### src/rtl/pdm_mic_capture.sv
// pdm_mic_capture: PDM clock generator and stereo data capture for a MEMS
// microphone array. Each data line carries a left mic (sampled at the end of
// the pdm_clk high phase) and a right mic (sampled at the end of the low
// phase). One aligned bit per channel is presented with a single-cycle strobe
// per PDM period. Start-up discards a settling interval; stopping always ends
// on a completed low phase so the mics never see a runt clock pulse.
//
// Optional build macro PDM_LFSR_EN: adds the test_mode input, which replaces
// captured data with a 16-bit Fibonacci LFSR pattern (taps 16,14,13,11,
// seed 16'hACE1) advanced once per valid strobe.
//
// Handshake: bits_valid is a one-cycle strobe with no ready; bits_out is
// stable from one strobe until the next and every strobe must be consumed.
module pdm_mic_capture #(
    parameter int NUM_LINES    = 8,
    parameter int CLK_DIV      = 8,
    parameter int WAKE_PERIODS = 1024
) (
    input  logic                   clk,
    input  logic                   rst,
    input  logic                   enable,
`ifdef PDM_LFSR_EN
    input  logic                   test_mode,
`endif
    input  logic [NUM_LINES-1:0]   pdm_data,
    output logic                   pdm_clk,
    output logic [2*NUM_LINES-1:0] bits_out,
    output logic                   bits_valid,
    output logic                   running,
    output logic [1:0]             state_dbg
);

    typedef enum logic [1:0] {
        S_IDLE = 2'd0,
        S_WAKE = 2'd1,
        S_RUN  = 2'd2,
        S_STOP = 2'd3
    } state_t;

    localparam logic [7:0]  DIV_LAST  = 8'(CLK_DIV - 1);
    localparam logic [15:0] WAKE_LAST = 16'(WAKE_PERIODS - 1);

    state_t                 state;
    state_t                 state_next;
    logic [7:0]             div_cnt;
    logic [15:0]            wake_cnt;
    logic [NUM_LINES-1:0]   l_hold;
    logic                   wrap;
    logic                   rise_wrap;
    logic                   fall_wrap;
    logic                   clk_toggle;
    logic                   cap_en;
    logic                   strobe;
    logic                   run_d;
    logic [2*NUM_LINES-1:0] cap_bits;

    // A wrap is the last system cycle of a PDM half-period; which edge it
    // precedes depends on the current pdm_clk level.
    assign wrap      = (state != S_IDLE) && (div_cnt == DIV_LAST);
    assign rise_wrap = wrap && !pdm_clk;
    assign fall_wrap = wrap && pdm_clk;
    assign state_dbg = state;

    // State register.
    always_ff @(posedge clk or negedge rst) begin
        if (!rst) state <= S_IDLE;
        else      state <= state_next;
    end

    // Next-state logic; dropping enable always goes through STOP so the
    // clock ends on a full low phase, and STOP ignores enable until done.
    always_comb begin
        state_next = state;
        case (state)
            S_IDLE: if (enable) state_next = S_WAKE;
            S_WAKE: begin
                if (!enable)
                    state_next = S_STOP;
                else if (rise_wrap && (wake_cnt == WAKE_LAST))
                    state_next = S_RUN;
            end
            S_RUN:  if (!enable) state_next = S_STOP;
            S_STOP: if (rise_wrap) state_next = S_IDLE;
            default: state_next = S_IDLE;
        endcase
    end

    // Output decode: STOP suppresses the final rising edge and its capture;
    // strobes are produced only in RUN.
    always_comb begin
        clk_toggle = wrap && !((state == S_STOP) && !pdm_clk);
        cap_en     = rise_wrap && (state != S_STOP);
        strobe     = rise_wrap && (state == S_RUN);
        run_d      = (state_next == S_WAKE) || (state_next == S_RUN);
    end

`ifdef PDM_LFSR_EN
    logic [15:0] lfsr;

    // Test pattern generator: reseeded whenever idle, advanced per strobe.
    always_ff @(posedge clk or negedge rst) begin
        if (!rst)
            lfsr <= 16'hACE1;
        else if (state == S_IDLE)
            lfsr <= 16'hACE1;
        else if (strobe)
            lfsr <= {lfsr[0] ^ lfsr[2] ^ lfsr[3] ^ lfsr[5], lfsr[15:1]};
    end
`endif

    // Channel interleave: even channel = left (held), odd = right (live).
    always_comb begin
        cap_bits = '0;
        for (int k = 0; k < NUM_LINES; k++) begin
            cap_bits[2*k]   = l_hold[k];
            cap_bits[2*k+1] = pdm_data[k];
        end
`ifdef PDM_LFSR_EN
        if (test_mode) begin
            for (int c = 0; c < 2*NUM_LINES; c++)
                cap_bits[c] = lfsr[c % 16];
        end
`endif
    end

    // Divider and registered PDM clock; both parked low in IDLE.
    always_ff @(posedge clk or negedge rst) begin
        if (!rst) begin
            div_cnt <= 8'd0;
            pdm_clk <= 1'b0;
        end else if (state == S_IDLE) begin
            div_cnt <= 8'd0;
            pdm_clk <= 1'b0;
        end else if (wrap) begin
            div_cnt <= 8'd0;
            if (clk_toggle) pdm_clk <= ~pdm_clk;
        end else begin
            div_cnt <= div_cnt + 8'd1;
        end
    end

    // Wake counter: cleared while idle, counts rising edges during WAKE.
    always_ff @(posedge clk or negedge rst) begin
        if (!rst)
            wake_cnt <= 16'd0;
        else if (state == S_IDLE)
            wake_cnt <= 16'd0;
        else if ((state == S_WAKE) && rise_wrap)
            wake_cnt <= wake_cnt + 16'd1;
    end

    // Capture path: left bits held at the falling wrap, full word and
    // strobe registered at the rising wrap; running follows the next state.
    always_ff @(posedge clk or negedge rst) begin
        if (!rst) begin
            l_hold     <= '0;
            bits_out   <= '0;
            bits_valid <= 1'b0;
            running    <= 1'b0;
        end else begin
            bits_valid <= strobe;
            running    <= run_d;
            if (fall_wrap) l_hold   <= pdm_data;
            if (cap_en)    bits_out <= cap_bits;
        end
    end

endmodule

### config.mk
export PLATFORM = sky130hd
export DESIGN_NAME = pdm_mic_capture
export DESIGN_NICKNAME = d
export VERILOG_FILES = /design/src/rtl/pdm_mic_capture.sv
export SDC_FILE = /design/constraint.sdc
export NUM_CORES = 1
export LEC_CHECK = 0
export CORE_MARGIN = 3
export CORE_UTILIZATION = 58
export CTS_CLUSTER_SIZE = 8
export DETAILED_ROUTE_END_ITERATION = 12
export PLACE_DENSITY = 0.81
export SLEW_MARGIN = 20
export SYNTH_ARGS = -nofsm -noshare
export SYNTH_HDL_FRONTEND = slang
export SYNTH_SLANG_ARGS = --single-unit
export TNS_END_PERCENT = 5
### constraint.sdc
create_clock -name clk -period 4.5 [get_ports clk]
set_input_delay 1.125 -clock clk [delete_from_list [all_inputs] [get_ports clk]]
set_output_delay 1.125 -clock clk [all_outputs]
set_load 0.05 [all_outputs]
==> results of run 1 <==
[synth_stat cells (2+ instances only)]
library cell	number
dfrtp_1	53
mux2_2	24
nand3_1	16
nand2_1	14
nor2_1	14
o21ai_0	9
clkbuf_1	7
mux2i_1	7
and3_1	5
nand2b_1	5
nand4_1	5
or3_1	5
xor2_1	5
a21oi_1	4
and4_1	3
inv_1	3
nor4_1	3
a21boi_0	2
a311oi_1	2
ha_1	2
nor4bb_1	2
or4_4	2
[registers in the layout, indices dropped and copies added, names as in the netlist]
register,count
bits_out,16
div_cnt,8
pdm_clk,1
state_dbg,2
l_hold,8
bits_valid,1
running,1
wake_cnt,16
[power breakdown]
part / leakage, nW / internal, mW / switching (mW) / total, mW
logic: 0.523 / 0.246 / 0.380 / 0.626
clock network: 0.0443 / 0.122 / 0.144 / 0.266
registers: 0.698 / 0.604 / 0.106 / 0.710
[area by class of cell]
| type | count | area (sq um) |
|---|---|---|
| Clock buffer | 7 | 86.3 |
| Fill cell | 249 | 1020 |
| Multi-Input combinational cell | 142 | 1020 |
| Inverter | 3 | 11.3 |
| Timing Repair Buffer | 31 | 308 |
| Sequential cell | 53 | 1330 |
| Tap cell | 48 | 60.1 |
[worst max-delay path by stage]
| stage | start | to | slack, ns |
|---|---|---|---|
| 3_5_place_dp | state_dbg[0] | state_dbg[0] | 2.03 |
| 3_3_place_gp | state_dbg[0] | state_dbg[0] | 2.07 |
| 5_1_grt | state_dbg[0] | state_dbg[0] | 1.63 |
| 6_report | state_dbg[0] | state_dbg[0] | 1.68 |
| 2_1_floorplan | pdm_clk | wake_cnt[11] | 2.35 |
| 4_1_cts | state_dbg[0] | state_dbg[0] | 1.71 |
[per-stage QoR]
| step | hold slack (ns) | utilization (%) | total power [mW] | setup slack, ns | instances |
|---|---|---|---|---|---|
| 3_5_place_dp | 0.481 | 71.1 | 1.35 | 2.03 | 277 |
| 2_1_floorplan | 0.444 | - | 1.14 | 2.35 | 207 |
| 3_3_place_gp | 0.463 | 71.1 | 1.32 | 2.07 | 277 |
| 4_1_cts | 0.492 | 73.3 | 1.61 | 1.71 | 284 |
| 5_1_grt | 0.523 | 73.4 | 1.69 | 1.63 | 284 |
| 6_report | 0.485 | 73.4 | 1.60 | 1.68 | 284 |
[layer usage]
metal	global-route usage [%]	vias up
met2	30.9	50
met5	0	-
met4	7.23	0
met1	27.0	847
li1	-	801
met3	5.76	8
[cells by family (layout without fill, tap and decap cells)]
family	count (synthesis)	in the layout	synth area share (%)
simple gates	81	81	19.1
mux	32	32	14.7
flops	53	53	55.4
buf+inv	12	41	2.09
xor+xnor	6	6	2.20
fa+ha+maj	2	2	1.05
compound gates	21	21	5.44
[layout by cell type, fill, tap and decap left out]
cell type / instances
mux2i_1: 7
inv_1: 3
nand2_1: 14
nand3_1: 16
nor2b_1: 1
o211ai_1: 1
a311oi_1: 2
mux2_1: 1
and4b_1: 1
clkbuf_1: 1
nor4bb_1: 2
nand4bb_1: 1
a21boi_0: 2
buf_4: 1
dfrtp_1: 53
a21oi_1: 4
or2_2: 1
and3_1: 5
xnor2_1: 1
and3_2: 1
o31ai_1: 1
mux2_2: 24
nand4b_1: 1
nor4_1: 3
nand4_1: 5
nand2b_1: 5
ha_1: 2
xor2_1: 5
nor2_1: 14
a41o_1: 1
and4_1: 3
a21o_1: 1
clkdlybuf4s50_1: 30
clkbuf_8: 6
or4_4: 2
o21ai_0: 9
or3_1: 5
nor3_2: 1
==> impl_metrics.json, run 1 <==
{
  "cts_tree": "built",
  "synth_area_leaders": "dfrtp_1 (55%), mux2_2 (11%), nand3_1 (3.3%)",
  "slowest_stage": "clkdlybuf4s50_1",
  "root_buffer": "clkbuf_8",
  "firstDrtPassIters": 4,
  "crit_family": "buffers and inverters",
  "peakVddDrop_mv": 0.415,
  "p_leak_nw": 1.27,
  "htree_levels": 2,
  "hold_viol_final": 0,
  "placed_area_sq_mm": 0.00272,
  "r2r-end": "bits_out[14]",
  "powerDensity_mw_per_mm2": 570,
  "dr.first_iter.drc_count": 151,
  "synth_top_area_share_pct": 55.4,
  "end_kind": "output pin",
  "drcViolationCount": 0,
  "cts_buffers": 5,
  "fin_crit_sh_pct": 62.6,
  "drive_above_1_share_pct": 15.3,
  "die_w_um": 70.2,
  "area_growth_pct": 17.4,
  "finalClockSkew_ns": 0.0122,
  "holdPathStages": 1,
  "met3WireLength_um": 315,
  "worst-path-buf-inv": 1,
  "maxCapViolations": 0,
  "syn_avg_cell_area_sq_um": 11.6,
  "grt_max_degree": 54,
  "routabilityCongestion": 0.870,
  "relSlewSlack_pct": 54.2,
  "post-cts-setup-buffers": 0,
  "dr_total_vias": 1706,
  "clk_latency_ns": 0.30,
  "route.top_layer_used": "met4",
  "start_util_pct": 62.6,
  "ant_nets": 0,
  "period_needed_ns": 2.82,
  "synthArstFlopShare_pct": 100,
  "fin_tns_setup_ns": 0,
  "yosysSeqAreaShare_pct": 55.4,
  "core_sq_mm": 0.00383,
  "hold_end": "wake_cnt[9]",
  "min_path_type": "flop to flop",
  "cp-start-kind": "flop",
  "r2r_start": "div_cnt[0]",
  "worst-path-stages": 1,
  "synth_top_flop_cell": "dfrtp_1",
  "path_cells": "clkdlybuf4s50_1",
  "slowest_delay_ns": 0.86,
  "m1WireLength_um": 1980,
  "placementRows": 22,
  "routed_wl_um": 4590,
  "worstPathMaxFanout": 11,
  "grt-ovfl-total": 0,
  "setup_viol": 0,
  "cts.clk_slew.worst_paths_ns": 0.09,
  "final_area_sq_mm": 0.00281,
  "final_nets": 249,
  "io_buffers": 31,
  "reg2reg_slack_ns": 2.07,
  "die-area_sq_mm": 0.00493,
  "synth_edf_count": 0,
  "critPathKind": "flop to output pin",
  "routed-wl-met2_um": 2230,
  "synth_cell_type_count": 37,
  "track_usage_pct": 20.0,
  "cts_resized": 0,
  "die_h_um": 70.2,
  "synth-seq-cells": 53,
  "grt_setup_unrepaired": "false",
  "wl_per_cell_um": 16.2,
  "min-delay-start": "wake_cnt[9]",
  "critical_path_required_ns": 3.38,
  "io_pins": 32,
  "first_global_vias": 1699,
  "grt_pass1_wl_um": 7960,
  "arrival_ns": 1.69,
  "ff2ff_path_depth": 5,
  "yosysWarnings": 0,
  "antenna_found_initial": 0,
  "worst_pin_slew_ns": 0.687,
  "via_per_inst": 6.01,
  "status": "finished clean",
  "hold_buffers": 0,
  "syn_area_sq_mm": 0.00239,
  "drv_slew": 0,
  "synth_top_cell_by_area": "dfrtp_1",
  "max_clock_freq_mhz": 355,
  "synthCells": 207,
  "cts_buffer_depth": 2,
  "synth_nets": 220,
  "antenna_cells": 0,
  "cts.sinks": 53,
  "hpwl_um": 3220
}
Note: power is estimated with default switching activity, not from simulation.
==> run 2: changes to the inputs <==
--- a/config.mk
+++ b/config.mk
@@ -6,10 +6,10 @@
 export NUM_CORES = 1
 export LEC_CHECK = 0
 export CORE_MARGIN = 3
-export CORE_UTILIZATION = 58
+export CORE_UTILIZATION = 49
 export CTS_CLUSTER_SIZE = 8
 export DETAILED_ROUTE_END_ITERATION = 12
-export PLACE_DENSITY = 0.81
+export PLACE_DENSITY = 0.72
 export SLEW_MARGIN = 20
 export SYNTH_ARGS = -nofsm -noshare
 export SYNTH_HDL_FRONTEND = slang
==> constraint.sdc (replaced) <==
create_clock -name clk -period 2.3 [get_ports clk]
set_input_delay 0.575 -clock clk [delete_from_list [all_inputs] [get_ports clk]]
set_output_delay 0.575 -clock clk [all_outputs]
set_load 0.05 [all_outputs]
==> impl_metrics.json, run 2 (synthesis results as in run 1) <==
{
  "cp-start-kind": "flop",
  "p_leak_nw": 1.30,
  "ant_nets": 0,
  "top_regs": "bits_out (16), wake_cnt (16)",
  "internal_power_mw": 1.89,
  "relSlewSlack_pct": 61.0,
  "wl_per_cell_um": 14.4,
  "end_kind": "flop",
  "hpwl_um": 3030,
  "grt_pass1_wl_um": 7490,
  "post-cts-setup-buffers": 0,
  "powerDensity_mw_per_mm2": 1090,
  "cp-startpoint": "div_cnt[4]",
  "dp_cells": 300,
  "ff2ff_path_depth": 4,
  "dr_total_vias": 1684,
  "drv_slew": 0,
  "slowest_delay_ns": 0.57,
  "worst-path-buf-inv": 0,
  "start_util_pct": 52.8,
  "cts.clk_slew.worst_paths_ns": 0.10,
  "area_growth_pct": 20.7,
  "clockPowerShare_pct": 16.3,
  "post-route-util_pct": 63.7,
  "seqPwrFrac_pct": 44.3,
  "multiInputGateArea_sq_mm": 0.00102,
  "final.fill_count": 369,
  "io_buffers": 31,
  "via_per_inst": 5.49,
  "status": "finished clean",
  "placementRows": 24,
  "cts.sinks": 53,
  "final_cells": 307,
  "path_cells": "or4_4, or4_4, or3_1, a21oi_1",
  "reg2reg_slack_ns": 0.16,
  "grt_max_degree": 54,
  "setup_viol": 0,
  "final_cell_mix": "dfrtp_1 (53), clkdlybuf4s50_1 (28), mux2_2 (24)",
  "slowest_stage": "or4_4",
  "layout_commonest_cell": "dfrtp_1",
  "antenna_cells": 0,
  "worstPathMaxFanout": 5,
  "min_path_type": "input port to async pin",
  "cts_tree": "built",
  "p_comb_share_pct": 39.4,
  "fin_tns_setup_ns": 0,
  "die_h_um": 75.9,
  "regArea_sq_mm": 0.00133,
  "track_usage_pct": 17.4,
  "first_global_vias": 1654,
  "finalPower_mw": 3.14,
  "switching_share_pct": 39.8,
  "dr.first_iter.drc_count": 53,
  "final_nets": 255,
  "finalClockSkew_ns": 0.00756,
  "crit_family": "simple AND/OR/NAND/NOR gates",
  "crit_path_frequent_cell": "or4_4",
  "r2r-end": "wake_cnt[11]",
  "p_switching_mw": 1.25,
  "fin_crit_sh_pct": 92.9,
  "firstDrtPassIters": 5,
  "drcViolationCount": 0,
  "routed_wl_um": 4420,
  "clk_latency_ns": 0.31,
  "peakVddDrop_mv": 0.675,
  "cts_buffers": 5,
  "cts_buffer_depth": 2,
  "io_pins": 32,
  "r2r_start": "div_cnt[4]",
  "die-area_sq_mm": 0.00576,
  "critical_path_required_ns": 2.53,
  "holdWs_ns": 0.242,
  "grt-ovfl-total": 0,
  "die_w_um": 75.9,
  "critPathKind": "flop to flop",
  "maxCapViolations": 0,
  "root_buffer": "clkbuf_8",
  "period_needed_ns": 2.14,
  "htree_levels": 2,
  "drive_above_1_share_pct": 17.8,
  "routabilityCongestion": 0.795,
  "antenna_found_initial": 0,
  "arrival_ns": 2.37,
  "max_clock_freq_mhz": 468,
  "grt_setup_unrepaired": "false",
  "core_sq_mm": 0.00453,
  "worst_pin_slew_ns": 0.580,
  "hold_viol_final": 0
}
## run 2: final cells by class
class | instances | area share, %
sequential | 53 | 45.9
timing repair buffer | 37 | 12.7
tap | 65 | 2.82
clock inverter | 2 | 0.563
inverter | 3 | 0.390
multi-input combinational | 142 | 35.2
clock buffer | 5 | 2.38
## run 2: how the worst max path moves through the flow
stage                         to  slack (ns)  cells after the start
floorplan           wake_cnt[11]        0.15                      4
finish              wake_cnt[11]        0.16                      4
global placement    wake_cnt[11]        0.23                      4
CTS                 state_dbg[0]        0.02                      1
detailed placement  wake_cnt[11]        0.18                      4
global route           l_hold[3]       0.007                      5
## run 2: repair_timing
item	in CTS	in global routing
resized for setup	0	2
setup endpoints to repair	0	2
hold buffers	0	0
## run 2: per-layer routing
layer | global-route usage (%) | up-vias | routed length [um]
met5 | 0 | - | 0
met2 | 27.1 | 45 | 2000
li1 | - | 813 | -
met3 | 4.49 | 6 | 225
met1 | 22.8 | 820 | 2120
met4 | 8.16 | 0 | 76
## run 2: power groups by stage
stage | Sequential, mW | Clock [mW] | Combinational [mW]
global placement | 1.39 | 0 | 1.23
finish | 1.39 | 0.513 | 1.23
global route | 1.43 | 0.568 | 1.32
CTS | 1.39 | 0.533 | 1.25
detailed placement | 1.41 | 0 | 1.25
floorplan | 1.80 | 0 | 0.429
## run 2: stage by stage
step | setup slack [ns] | instance area [sq um]
floorplan | 0.147 | 2390
CTS | 0.0168 | 2880
global route | 0.00656 | 2890
detailed placement | 0.185 | 2800
finish | 0.163 | 2890
global placement | 0.226 | 2800
==> run 3: changes to the inputs <==
--- a/config.mk
+++ b/config.mk
@@ -6,10 +6,10 @@
 export NUM_CORES = 1
 export LEC_CHECK = 0
 export CORE_MARGIN = 3
-export CORE_UTILIZATION = 49
+export CORE_UTILIZATION = 58
 export CTS_CLUSTER_SIZE = 8
 export DETAILED_ROUTE_END_ITERATION = 12
-export PLACE_DENSITY = 0.72
+export PLACE_DENSITY = 0.81
 export SLEW_MARGIN = 20
 export SYNTH_ARGS = -nofsm -noshare
 export SYNTH_HDL_FRONTEND = slang
==> constraint.sdc (replaced) <==
create_clock -name clk -period 2.8 [get_ports clk]
set_input_delay 0.7 -clock clk [delete_from_list [all_inputs] [get_ports clk]]
set_output_delay 0.7 -clock clk [all_outputs]
set_load 0.05 [all_outputs]
==> impl_metrics.json, run 3 (synthesis results as in run 1) <==
{
  "firstDrtPassIters": 4,
  "slowest_stage": "clkdlybuf4s50_1",
  "p_comb_share_pct": 38.0,
  "cts_resized": 0,
  "max_clock_freq_mhz": 420,
  "top_regs": "bits_out (16), wake_cnt (16)",
  "p_switching_mw": 1.02,
  "relSlewSlack_pct": 56.5,
  "area_growth_pct": 18.6,
  "critical_path_required_ns": 2.10,
  "die_w_um": 70.2,
  "clk_latency_ns": 0.30,
  "dr_total_vias": 1725,
  "powerDensity_mw_per_mm2": 934,
  "path_cells": "clkdlybuf4s50_1",
  "fin_crit_sh_pct": 85.1,
  "finalClockSkew_ns": 0.0101,
  "worst-path-buf-inv": 1,
  "drcViolationCount": 0,
  "core_sq_mm": 0.00383,
  "hpwl_um": 3570,
  "cts_buffers": 5,
  "first_global_vias": 1813,
  "cp-startpoint": "state_dbg[0]",
  "cp-start-kind": "flop",
  "wl_per_cell_um": 16.8,
  "period_needed_ns": 2.38,
  "grt_setup_unrepaired": "false",
  "grt_pass1_wl_um": 8520,
  "post-cts-setup-buffers": 0,
  "critPathKind": "flop to output pin",
  "maxCapViolations": 0,
  "final_cell_mix": "dfrtp_1 (53), clkdlybuf4s50_1 (30), mux2_2 (24)",
  "root_buffer": "clkbuf_8",
  "grt-ovfl-total": 0,
  "holdWs_ns": 0.336,
  "internal_power_mw": 1.63,
  "cts_buffer_depth": 2,
  "fin_tns_setup_ns": 0,
  "die_h_um": 70.2,
  "grt_max_degree": 23,
  "cts_tree": "built",
  "drive_above_1_share_pct": 16.4,
  "slowest_delay_ns": 0.86,
  "routed_wl_um": 4810,
  "antenna_found_initial": 0,
  "io_pins": 32,
  "peakVddDrop_mv": 0.680,
  "finalPower_mw": 2.65,
  "status": "finished clean",
  "hold_buffers": 0,
  "crit_family": "buffers and inverters",
  "arrival_ns": 1.68,
  "clockPowerShare_pct": 18.6,
  "end_kind": "output pin",
  "io_buffers": 31,
  "track_usage_pct": 21.8,
  "layout_commonest_cell": "dfrtp_1",
  "post-route-worst-setup-slack_ns": 0.417,
  "via_per_inst": 6.03,
  "htree_levels": 2,
  "final.fill_count": 258,
  "drv_slew": 0,
  "cts.sinks": 53,
  "min_path_type": "input port to async pin",
  "dr.first_iter.drc_count": 152,
  "switching_share_pct": 38.6,
  "die-area_sq_mm": 0.00493,
  "worstPathMaxFanout": 11,
  "seqPwrFrac_pct": 43.3,
  "setup_viol": 0,
  "cts.clk_slew.worst_paths_ns": 0.09,
  "worst_pin_slew_ns": 0.652,
  "ant_nets": 0,
  "dp_slack_ns": 0.514,
  "hold_viol_final": 0,
  "start_util_pct": 62.6,
  "placementRows": 22,
  "r2r_start": "div_cnt[0]",
  "p_leak_nw": 1.28,
  "routabilityCongestion": 0.863,
  "final_nets": 251,
  "antenna_cells": 0
}
==> run 3: cell types whose count changed in the layout (fill, tap and decap cells not counted), sizes merged <==
cell,change
buf,-4
clkdlybuf4s50,+2
dlymetal6s2s,-2
bufinv,+1
clkinvlp,-1
==> run 3: power groups by stage <==
stage / Combinational (mW) / Sequential (mW) / Clock [mW]
detailed placement: 1.02 / 1.16 / 0
finish: 1.01 / 1.15 / 0.494
global route: 1.08 / 1.19 / 0.540
global placement: 0.985 / 1.14 / 0
CTS: 1.02 / 1.15 / 0.512
floorplan: 0.352 / 1.48 / 0
==> run 3: final timing paths <==
check                               end  slack (ns)  cells after the start
min                         wake_cnt[9]        0.34                      1
max reg2reg                bits_out[13]        0.51                      5
min reg2reg                wake_cnt[15]        0.49                      1
max in group asynchronous  bits_out[11]        1.85                      2
max                        state_dbg[0]        0.42                      1
min in group clk           wake_cnt[15]        0.49                      1
==> run 3: metal layers <==
layer | up-vias | GRT usage [%] | part of all wire (%)
met5 | - | 0 | 0
met4 | 0 | 7.87 | 1.2
met3 | 8 | 7.05 | 5.9
met2 | 51 | 36.2 | 52
met1 | 865 | 26.5 | 41
li1 | 801 | - | -
==> run 3: final cells by class <==
cell class,instances,area [sq um],share of cell area (%)
sequential,53,1330,46.7
multi-input combinational,142,1020,35.8
timing repair buffer,33,320,11.3
clock buffer,5,68.8,2.42
tap,48,60.1,2.12
clock inverter,2,35.0,1.23
inverter,3,11.3,0.397
==> run 3: metrics by stage <==
stage          area [sq um]  util (%)  std cells
6_report               2840      74.2        286
5_1_grt                2840      74.2        286
4_1_cts                2840      74.2        286
3_5_place_dp           2740      71.5        279
3_3_place_gp           2740      71.5        279
2_1_floorplan          2390         -        207
